File: config.mk
export PLATFORM = sky130hd
export DESIGN_NAME = serial_nibble_adder
export DESIGN_NICKNAME = d
export VERILOG_FILES = /design/src/rtl/serial_nibble_adder.sv
export SDC_FILE = /design/constraint.sdc
export NUM_CORES = 1
export LEC_CHECK = 0
export ABC_AREA = 1
export ABC_CLOCK_PERIOD_IN_PS = 3400
export CORE_UTILIZATION = 40
export DETAILED_ROUTE_END_ITERATION = 16
export PLACE_DENSITY = 0.68
export SYNTH_ARGS = -nofsm -noshare
export SYNTH_HDL_FRONTEND = slang
export SYNTH_SLANG_ARGS = --single-unit
File: constraint.sdc
create_clock -name clk -period 3.4 [get_ports clk]
set_input_delay 0.85 -clock clk [delete_from_list [all_inputs] [get_ports clk]]
set_output_delay 0.85 -clock clk [all_outputs]
set_load 0.02 [all_outputs]
File: src/rtl/serial_nibble_adder.sv
// serial_nibble_adder: W-bit add/subtract computed one nibble per clock through a single 4-bit slice.
module nibble_add4 (
    input  logic       cin,
    input  logic [3:0] a,
    input  logic [3:0] b,
    output logic [3:0] s,
    output logic       cout,
    output logic       v
);
    logic [3:0] lo;
    assign lo = {1'b0, a[2:0]} + {1'b0, b[2:0]} + {3'b0, cin};
    assign {cout, s[3]} = {1'b0, a[3]} + {1'b0, b[3]} + {1'b0, lo[3]};
    assign s[2:0] = lo[2:0];
    assign v = lo[3] ^ cout;
endmodule

module serial_nibble_adder #(
    parameter int NIBBLES = 4,
    localparam int W = 4 * NIBBLES
) (
    input  logic         clk,
    input  logic         rst,
    input  logic         start,
    input  logic         sub,
    input  logic         cin,
    input  logic [W-1:0] a,
    input  logic [W-1:0] b,
    output logic         busy,
    output logic         done,
    output logic [W-1:0] sum,
    output logic         cout,
    output logic         ovf
);
    localparam int IW = NIBBLES > 1 ? $clog2(NIBBLES) : 1;
    typedef enum logic [1:0] {IDLE, ADD, DONE} state_t;
    state_t        state_q, state_d;
    logic [IW-1:0] idx_q, idx_d;
    logic          carry_q, carry_d, cout_q, cout_d, ovf_q, ovf_d;
    logic [W-1:0]  a_q, a_d, b_q, b_d, sum_q, sum_d;
    logic [IW+1:0] sh;
    logic [3:0]    a_nib, b_nib, s;
    logic          c, v;
    assign sh = {idx_q, 2'b00};
    assign a_nib = 4'(a_q >> sh);
    assign b_nib = 4'(b_q >> sh);
    nibble_add4 u_slice (.cin(carry_q), .a(a_nib), .b(b_nib), .s(s), .cout(c), .v(v));
    always_comb begin
        state_d = state_q;
        idx_d = idx_q;
        carry_d = carry_q;
        a_d = a_q;
        b_d = b_q;
        sum_d = sum_q;
        cout_d = cout_q;
        ovf_d = ovf_q;
        case (state_q)
            IDLE: if (start) begin
                state_d = ADD;
                idx_d = '0;
                carry_d = sub | cin;
                a_d = a;
                b_d = sub ? ~b : b;
                sum_d = '0;
            end
            ADD: begin
                sum_d = (sum_q & ~(W'(4'hF) << sh)) | (W'(s) << sh);
                carry_d = c;
                if (idx_q == IW'(NIBBLES - 1)) begin
                    state_d = DONE;
                    cout_d = c;
                    ovf_d = v;
                end else idx_d = idx_q + 1'b1;
            end
            default: state_d = IDLE;
        endcase
    end
    always_ff @(posedge clk or posedge rst) begin
        if (rst) begin
            state_q <= IDLE;
            idx_q <= '0;
            carry_q <= 1'b0;
            a_q <= '0;
            b_q <= '0;
            sum_q <= '0;
            cout_q <= 1'b0;
            ovf_q <= 1'b0;
        end else begin
            state_q <= state_d;
            idx_q <= idx_d;
            carry_q <= carry_d;
            a_q <= a_d;
            b_q <= b_d;
            sum_q <= sum_d;
            cout_q <= cout_d;
            ovf_q <= ovf_d;
        end
    end
    assign busy = state_q != IDLE;
    assign done = state_q == DONE;
    assign sum = sum_q;
    assign cout = cout_q;
    assign ovf = ovf_q;
endmodule
# [Word level (Yosys, flattened, before mapping)]
# Index checks and enable logic that the tools add are counted.
[word_totals] reg_bits=55 in_bits=37
[op_classes] muxes=11 n_reduce_logical=8 add_sub_neg=5 bitwise=6 n_shift=4 eq_ne=6
[ops] cell="$mux W16" n=2
[ops] cell="$not A16 Y16" n=2
[ops] cell="$pmux W16 S2" n=1
[ops] cell="$shr A16 B4 Y4" n=2
[ops] cell="$and A16 B16 Y16" n=1
[ops] cell="$or A16 B16 Y16" n=1
[ops] cell="$shl A4 B4 Y16" n=1
[ops] cell="$shl A4 B4 Y16 const A" n=1
[ops] cell="$mux W2" n=4
[ops] cell="$pmux W2 S2" n=2
[ops] cell="$reduce_and A2 Y1" n=4
[ops] cell="$ne A2 B2 Y1 const B" n=3
[ops] cell="$add A3 B3 Y4" n=1
[ops] cell="$add A4 B1 Y4" n=1
[ops] cell="$eq A2 B2 Y1 const B" n=2
[ops] cell="$reduce_bool A2 Y1" n=2
[ops] cell="$reduce_and A3 Y1" n=1
[ops] cell="$add A1 B1 Y2" n=1
[ops] cell="$add A2 B1 Y2" n=1
[ops] cell="$add A2 B1 Y2 const B" n=1
[ops] cell="$eq A2 B1 Y1 const B" n=1
[ops] cell="$logic_not A2 Y1" n=1
[ops] cell="$pmux W1 S2" n=1
[ops] cell="$mux W1" n=1
[ops] cell="2 further kinds" n=2

# [Depth between registers and ports, before layout]
# Gate-level depths: netlist of the first run.
[depth] ltp_word=7 ltp_mapped=15 depth_no_buf=14

# [Modules after synthesis]
# A second synthesis of the first run with hierarchy kept.
[hier_totals] cells_unflattened=405 hier_area_um2=3066.7
[by_module_without_submodules] module="serial_nibble_adder" n_inst=1 area_each_um2=2885.3 cells_per_inst=379
[by_module_without_submodules] module="nibble_add4" n_inst=1 area_each_um2=181.4 cells_per_inst=26

# [Worst setup path after synthesis of the first run]
# OpenSTA, ideal clock, no wires.
[synth_path] path_type="register to register" startpoint="reg idx_q[0]" endpoint="reg sum_q[15] (netlist: sum[15])" period_less_slack_ps=2703 path_buffers=2 arrival_time_ps=2620 setup_slack_ps=697 required_ps=3317 stages_incl_launch_ff=14 setup_time_ps=83 path_cell_list="dfrtp_1 -> buf_4 -> inv_2 -> buf_2 -> a21oi_1 -> o21ai_0 -> o21ai_0 -> fa_1 -> nand2_1 -> nor2_1 -> nor2_1 -> fa_1 -> or2_2 -> o21ai_0"
[synth_between] elab_chain_cells=7 word_cells_on_any_way=12 classes_between="4 x add/sub; 4 x shift; 1 x mux; 3 x bitwise"
[synth_rtl] item="from (decl)" line="37" text="logic [IW-1:0] idx_q, idx_d;"
[synth_rtl] item="from (signal assigned)" line="89" text="idx_q <= idx_d;"
[synth_rtl] item="$shr A16 B4 Y4 (on tied branches)" line="44, 45"
[synth_rtl] item="$add A3 B3 Y4" line="11" text="assign lo = {1'b0, a[2:0]} + {1'b0, b[2:0]} + {3'b0, cin};"
[synth_rtl] item="$add A4 B1 Y4" line="11"
[synth_rtl] item="$add A2 B1 Y2" line="12" text="assign {cout, s[3]} = {1'b0, a[3]} + {1'b0, b[3]} + {1'b0, lo[3]};"
[synth_rtl] item="$shl A4 B4 Y16" line="66" text="sum_d = (sum_q & ~(W'(4'hF) << sh)) | (W'(s) << sh);"
[synth_rtl] item="$or A16 B16 Y16 *" line="66"
[synth_rtl] item="$pmux W16 S2 *" line="56" text="case (state_q)"
[synth_rtl] item="to (signal assigned)" line="93" text="sum_q <= sum_d;"
[synth_rtl] item="to (decl)" line="39" text="logic [W-1:0] a_q, a_d, b_q, b_d, sum_q, sum_d;"
# Every way passes the cells marked *; elsewhere a longest branch is shown, timed or not.
# A chain may end at the register's enable or synchronous reset.

# [Worst setup path in the final report of the first run]
[layout_path] startpoint="reg idx_q[1]" endpoint="reg sum_q[7] (netlist: sum[7])"
# Same word-level chain as after synthesis.

==> reports/metrics.yaml, run 1 <==
synthCells: 327
dr.pass1.iters: 4
status: "completed"
hold_path_class: "reg2reg"
synth_cell_type_count: 23
cp.arrival_ns: 3.05
power_density_nw_per_um2: 956.0
vias: 2177
cts-root-buf: "clkbuf_8"
grtUsageTotal: 0.1759
crit_type: "reg2reg"
synth_area_leaders: "dfrtp_1 (50%), nand2_1 (14%), o21ai_0 (6.3%)"
synth-warning-count: 0
cts_tree: "built"
ys.flop_type: "dfrtp_1"
fin_crit_ns: 2.828
finalNonFillerCells: 455
synthAdderAreaFrac: 0.04887
cap_viol_max_count: 0
drt_iter0_drc: 112
h-tree-depth: 2
cts_resized: 0
setup_violations: 0
diodes: 0
via_per_inst: 4.785
syn_avg_cell_area_um2: 8.456
drc_errors: 0
tns_ns: 0
antenna_found_initial: 0
drt-total-wl_um: 5606
path_clk_slew_ns: 0.10
synth_edf_count: 0
die-width_um: 85.15
hold-worst-slack_ns: 0.4882
postLayoutCellArea_um2: 3457
worst_setup_path_start_kind: "flip-flop"
synth_top_area_share: 0.4977
endpoint_kind: "flip-flop"
port_buffers: 56
synth_compound_area_frac: 0.09955
cts_buffer_depth: 2
dpl_cell_area_um2: 3357
r2r-start: "idx_q[1]"
min_from: "b_q[6]"
gp_congestion: 0.8485
synthSimpleGateAreaFrac: 0.2303
grt_max_degree: 56
syn_nets: 373
dp.cells: 447
rows: 29
coreArea_um2: 6495
cts_hold_buf: 0
synth_common_cells: "nand2_1 (102), dfrtp_1 (55), o21ai_0 (35)"
slew_viol_final: 0
met3_length_um: 190
yosysMostFrequentCell: "nand2_1"
hold_viol: 0
dp_hpwl_um: 4076
startpoint: "idx_q[1]"
leakagePower_nw: 1.629
area_growth_pct: 25.02
fin_nets: 423
route.met2.wl_um: 2642
fin_skew_ns: 0.007672
yosysSeqAreaShare: 0.4977
syn-cell-area_um2: 2765
period_share: 0.8318
wl_per_cell_um: 12.32
cts_setup_buffers: 0
fillerInstances: 617
synth_top_area_cell: "dfrtp_1"
clkSinkCount: 55
worst_pin_slew_ns: 0.8963
route.antenna.remaining_nets: 0
grt_pass1_wl_um: 10210
slew_headroom: 0.4006
fmax_mhz: 353.6
die_area_um2: 7250
dieHeight_um: 85.15
synth_xor_area_frac: 0.05068
final_layout_size_suffix_gt1_frac: 0.06349
cp_max_fo: 12
synthArstFlopShare: 1.000
dr.max_layer_used: "met4"
ir_drop_uv: 348.9
cts_made_buffers: 5
synth_top_family_by_area: "simple AND/OR/NAND/NOR gates"
gr-total-overflow: 0
insertion_delay_ns: 0.31
wirelength_met1_um: 2675
synth-seq-cells: 55
synthMuxAreaShare: 0
rsz0062_at_grt: "no"
io_pins: 57
grt_pass1_vias: 2196
initial_core_util: 0.4257
cp.required_ns: 3.63
==> cells by family (layout without fill, tap and decap cells) <==
family | after synthesis | after routing
AND/OR/NAND/NOR | 152 | 152
flip-flops | 55 | 55
AO/OA/AOI/OAI | 52 | 52
buffers and inverters | 43 | 94
XOR/XNOR | 16 | 16
adder cells (fa/ha/maj) | 9 | 9
==> cells in the final DEF, fill, tap and decap left out, drive strengths merged <==
master,instances
fa,3
clkbuf,8
o211ai,3
nand3,27
xnor2,16
dfrtp,55
o21ai,45
o22ai,3
nor2,20
clkdlybuf4s50,56
nand2,103
or2,2
buf,3
a21oi,1
inv,27
ha,6
==> sequential cells by signal, summed over array words and instances (netlist names) <==
name and cells:
ovf 1, sum 16, a_q 16, idx_q 2
cout 1, carry_q 1, state_q 2, b_q 16
==> worst max-delay path: stages, from the launching register on <==
cell	delay [ns]
dfrtp_1	0.56
inv_2	0.26
a21oi_1	0.05
o21ai_0	0.08
o21ai_0	0.13
fa_1	0.44
nand2_1	0.09
nor2_1	0.04
nor2_1	0.16
fa_1	0.45
or2_2	0.31
o21ai_0	0.17
==> final cells by class <==
cell class,instances,area [um2],area share
Clock buffer,8,100.1,0.02895
Inverter,27,101.3,0.02932
Multi-Input combinational cell,229,1187,0.3435
Sequential cell,55,1376,0.3981
Timing Repair Buffer,59,595.6,0.1723
Tap cell,77,96.34,0.02787
==> where the power goes <==
part | internal [mW] | switching (mW)
clock network | 0.186 | 0.206
registers | 0.940 | 0.176
logic | 0.698 | 1.10
total | 1.82 | 1.48
==> final timing paths <==
| check | slack (ns) | cells past startpoint | to |
|---|---|---|---|
| hold reg to reg | 0.49 | 2 | b_q[6] |
| max in group asynchronous | 2.24 | 3 | b_q[2] |
| hold / removal | 0.49 | 2 | b_q[6] |
| setup reg to reg | 0.57 | 11 | sum[7] |
| setup / recovery | 0.57 | 11 | sum[7] |
| min in group asynchronous | 0.90 | 3 | a_q[1] |
==> routing by layer <==
layer | vias to the layer above | GRT usage
li1 | 1133 | -
met1 | 984 | 0.2437
met2 | 50 | 0.2859
met3 | 10 | 0.02529
met4 | 0 | 0.05701
met5 | - | 0
==> per-stage QoR <==
step	utilization	worst slack (ns)	power [mW]
finish	0.5323	0.5719	3.305
global route	0.5323	0.3500	3.650
CTS	0.5323	0.5576	3.316
detailed placement	0.5169	0.5758	2.921
global placement	0.5169	0.6651	2.873
floorplan	-	0.6974	2.416
Power figures use the tool's default switching activity.
==> inputs of run 2 (changes only) <==
--- a/config.mk
+++ b/config.mk
@@ -6,7 +6,7 @@
 export NUM_CORES = 1
 export LEC_CHECK = 0
 export ABC_AREA = 1
-export ABC_CLOCK_PERIOD_IN_PS = 3400
+export ABC_CLOCK_PERIOD_IN_PS = 2830
 export CORE_UTILIZATION = 40
 export DETAILED_ROUTE_END_ITERATION = 16
 export PLACE_DENSITY = 0.68
==> constraint.sdc (replaced) <==
create_clock -name clk -period 2.83 [get_ports clk]
set_input_delay 0.7075 -clock clk [delete_from_list [all_inputs] [get_ports clk]]
set_output_delay 0.7075 -clock clk [all_outputs]
set_load 0.02 [all_outputs]
==> reports/metrics.yaml, run 2 (synthesized netlist as in run 1, its figures left out) <==
status: "completed"
hold-worst-slack_ns: 0.4916
power_density_nw_per_um2: 1140
cp_max_fo: 20
path_clk_slew_ns: 0.09
cp.arrival_ns: 2.88
cp_num_buf_inv: 1
hold_path_class: "reg2reg"
wl_per_cell_um: 12.28
cap_viol_max_count: 0
fin_nets: 427
dr.pass1.iters: 4
fillerInstances: 615
cts-root-buf: "clkbuf_8"
dp_hpwl_um: 4231
die-width_um: 85.15
endpoint_kind: "flip-flop"
slew_headroom: 0.7912
leakagePower_nw: 1.644
coreArea_um2: 6495
layout.cells.most_common: "nand2_1"
final_layout_size_suffix_gt1_frac: 0.07349
h-tree-depth: 2
area_growth_pct: 25.75
tns_ns: 0
cts_buffer_depth: 2
period_share: 0.9386
via_per_inst: 4.869
io_pins: 57
vias: 2230
gp_congestion: 0.8570
diodes: 0
clkSinkCount: 55
hold_viol: 0
insertion_delay_ns: 0.30
drt_iter0_drc: 88
route.antenna.remaining_nets: 0
rows: 29
die_area_um2: 7250
drc_errors: 0
grt_pass1_vias: 2199
grt_max_degree: 56
crit_type: "reg2reg"
initial_core_util: 0.4257
critPathTopFamily: "adder cells"
fmax_mhz: 376.5
fin_skew_ns: 0.003001
grtUsageTotal: 0.1707
gr-total-overflow: 0
crit_slowest_cell: "fa_1"
cts_tree: "built"
grt_pass1_wl_um: 9853
rsz0062_at_grt: "no"
cp.required_ns: 3.05
dieHeight_um: 85.15
slowest_delay_ns: 0.45
fin_crit_ns: 2.656
port_buffers: 56
worst_setup_path_start_kind: "flip-flop"
worst_pin_slew_ns: 0.3132
cts_made_buffers: 5
post-route-util: 0.5354
layout_common_cells: "nand2_1 (102), clkdlybuf4s50_1 (56), dfrtp_1 (55)"
slew_viol_final: 0
drt-total-wl_um: 5625
antenna_found_initial: 0
cts_hold_buf: 0
path_cells: "buf_4, o21ai_0, o22ai_1, fa_1, nand2_1, nor2_1, nor2_1, fa_1, or2_2, o21ai_0"
setup_violations: 0
ir_drop_uv: 381.5
[run 2: final cells by class]
cell class                 instances  area [um2]  area share
clock buffer                       6       82.58     0.02375
clock inverter                     1       5.005    0.001439
inverter                          27       103.9     0.02987
multi-input combinational        229        1187      0.3415
sequential                        55        1376      0.3958
tap                               77       96.34     0.02771
timing repair buffer              63       625.6      0.1799
[run 2: worst register-to-register path, stage by stage (launching register included)]
cell and delay, ns:
dfrtp_1 0.42, buf_4 0.21, o21ai_0 0.18, o22ai_1 0.11, fa_1 0.42, nand2_1 0.09
nor2_1 0.04, nor2_1 0.16, fa_1 0.46, or2_2 0.32, o21ai_0 0.17
[run 2: through the flow]
stage          total power, mW  setup slack (ns)  instance area [um2]  instances
2_1_floorplan            2.903            0.1274                 2765        327
3_3_place_gp             3.480            0.2933                 3387        451
3_5_place_dp             3.550            0.1973                 3387        451
4_1_cts                  3.977            0.1692                 3475        458
5_1_grt                  4.348          0.004579                 3477        458
6_report                 3.963            0.1737                 3477        458
[run 2: metal layers]
metal	global-route usage	wire [um]	vias up
li1	-	-	1138
met2	0.2955	2686	59
met5	0	0	-
met4	0.06009	102	0
met1	0.2134	2616	1020
met3	0.03307	221	13
[run 2: what timing repair did]
item / 4_1_cts / 5_1_grt
buffers inserted: 0 / 0
endpoints found under the setup margin: 0 / 2
resized for setup: 0 / 1
[run 2: worst paths after layout]
| kind | start | cells past startpoint | slack [ns] | end |
|---|---|---|---|---|
| setup / recovery | idx_q[0] | 10 | 0.17 | sum[15] |
| max in group asynchronous | rst | 3 | 1.83 | b_q[9] |
| setup reg to reg | idx_q[0] | 10 | 0.17 | sum[15] |
| hold / removal | b_q[3] | 2 | 0.49 | b_q[3] |
| hold reg to reg | b_q[3] | 2 | 0.49 | b_q[3] |
| min in group asynchronous | rst | 3 | 0.77 | a_q[9] |
[run 2: power by group]
group | internal (mW) | switching (mW)
Clock | 0.192 | 0.232
Sequential | 1.13 | 0.199
Combinational | 0.864 | 1.35
Total | 2.19 | 1.78
==> inputs of run 3 (changes only) <==
--- a/config.mk
+++ b/config.mk
@@ -6,7 +6,8 @@
 export NUM_CORES = 1
 export LEC_CHECK = 0
 export ABC_AREA = 1
-export ABC_CLOCK_PERIOD_IN_PS = 2830
+export ABC_CLOCK_PERIOD_IN_PS = 2850
+export CORE_MARGIN = 3
 export CORE_UTILIZATION = 40
 export DETAILED_ROUTE_END_ITERATION = 16
 export PLACE_DENSITY = 0.68
==> constraint.sdc (replaced) <==
create_clock -name clk -period 2.85 [get_ports clk]
set_input_delay 0.7125 -clock clk [delete_from_list [all_inputs] [get_ports clk]]
set_output_delay 0.7125 -clock clk [all_outputs]
set_load 0.02 [all_outputs]
==> reports/metrics.yaml, run 3 (synthesized netlist as in run 1, its figures left out) <==
antenna_found_initial: 0
cp.required_ns: 3.07
diodes: 0
period_share: 0.9297
fmax_mhz: 377.4
cp.arrival_ns: 2.87
crit_type: "reg2reg"
power_density_nw_per_um2: 1126
cts_hold_buf: 0
post-route-util: 0.5324
endpoint_kind: "flip-flop"
worst_slack_ns: 0.2003
setup_violations: 0
hold_viol: 0
grt_pass1_wl_um: 9798
gr-total-overflow: 0
cts_made_buffers: 5
fin_nets: 427
status: "completed"
vias: 2203
gp_congestion: 0.9037
insertion_delay_ns: 0.30
multi_input_comb_area_um2: 1187
leakagePower_nw: 1.644
tns_ns: 0
dp_hpwl_um: 4197
grtUsageTotal: 0.1585
die_area_um2: 7947
drc_errors: 0
cts_buffer_depth: 2
cts-root-buf: "clkbuf_8"
h-tree-depth: 2
cts_tree: "built"
finalNonFillerCells: 458
dieHeight_um: 89.15
slew_headroom: 0.6388
worst_setup_path_start_kind: "flip-flop"
grt_use_met2: 0.2505
met1_usage: 0.2127
cap_viol_max_count: 0
fillerInstances: 643
grt_pass1_vias: 2115
dp_slack_ns: 0.1637
grtUsageMet3: 0.03871
dr.pass1.iters: 4
route.antenna.remaining_nets: 0
layout.cells.most_common: "nand2_1"
layout_common_cells: "nand2_1 (102), clkdlybuf4s50_1 (56), dfrtp_1 (55)"
final_layout_size_suffix_gt1_frac: 0.07349
hold_path_class: "reg2reg"
coreArea_um2: 6531
via_per_inst: 4.810
port_buffers: 56
rows: 29
top_usage_layer: "met2"
rsz0062_at_grt: "no"
worst_pin_slew_ns: 0.5411
initial_core_util: 0.4234
area_growth_pct: 25.75
drt-total-wl_um: 5675
clkSinkCount: 55
drt_iter0_drc: 106
wl_per_cell_um: 12.39
seqCellArea_um2: 1376
slew_viol_final: 0
fin_crit_ns: 2.650
fin_skew_ns: 0.002481
dp.cells: 451
cp_max_fo: 20
grt_max_degree: 39
path_clk_slew_ns: 0.09
ir_drop_uv: 407.7
die-width_um: 89.15
io_pins: 57
-- run 3: cell counts in the layout (fill, tap and decap cells not counted) --
Identical to the previous run, type by type.
-- run 3: layout make-up --
| class | instances | share of cell area |
|---|---|---|
| clock inverters | 1 | 0.001439 |
| multi-input cells | 229 | 0.3415 |
| inverters | 27 | 0.02987 |
| flip-flops and latches | 55 | 0.3958 |
| well taps | 77 | 0.02771 |
| clock buffers | 6 | 0.02375 |
| repair buffers | 63 | 0.1799 |
-- run 3: final timing paths --
kind	depth (start not counted)	start	slack, ns	end
worst min register to register	2	b_q[4]	0.49	b_q[4]
worst max-delay path	10	idx_q[0]	0.20	sum[7]
max in group asynchronous	3	rst	1.53	b_q[10]
worst max register to register	10	idx_q[0]	0.20	sum[7]
min in group asynchronous	2	rst	0.77	sum[2]
worst min-delay path	2	b_q[4]	0.49	b_q[4]
-- run 3: power breakdown --
part	internal (mW)	switching [mW]
registers	1.12	0.188
clock network	0.191	0.240
logic	0.852	1.32
-- run 3: metal layers --
layer | share of wire | routed length, um
met5 | 0 | 0
met4 | 0.016 | 93
met3 | 0.043 | 242
met2 | 0.47 | 2673
met1 | 0.47 | 2666
-- run 3: critical path, cell delays in order (launching register included) --
cell and delay, ns:
dfrtp_1 0.42, buf_4 0.22, o21ai_0 0.19, o22ai_1 0.12, ha_1 0.36, nand2_1 0.09
nand2_1 0.05, nor2_1 0.19, fa_1 0.46, or2_2 0.31, o21ai_0 0.17
-- run 3: through the flow --
step / hold slack, ns / cell area, um2 / power, mW
4_1_cts: 0.4941 / 3475 / 3.954
3_3_place_gp: 0.4616 / 3387 / 3.465
5_1_grt: 0.5213 / 3477 / 4.354
3_5_place_dp: 0.4662 / 3387 / 3.515
2_1_floorplan: 0.4436 / 2765 / 2.883
6_report: 0.4863 / 3477 / 3.917
-- run 3: timing repair --
item,CTS,global route
gates resized for setup,0,2
buffers inserted,0,0
setup endpoints to repair,0,2
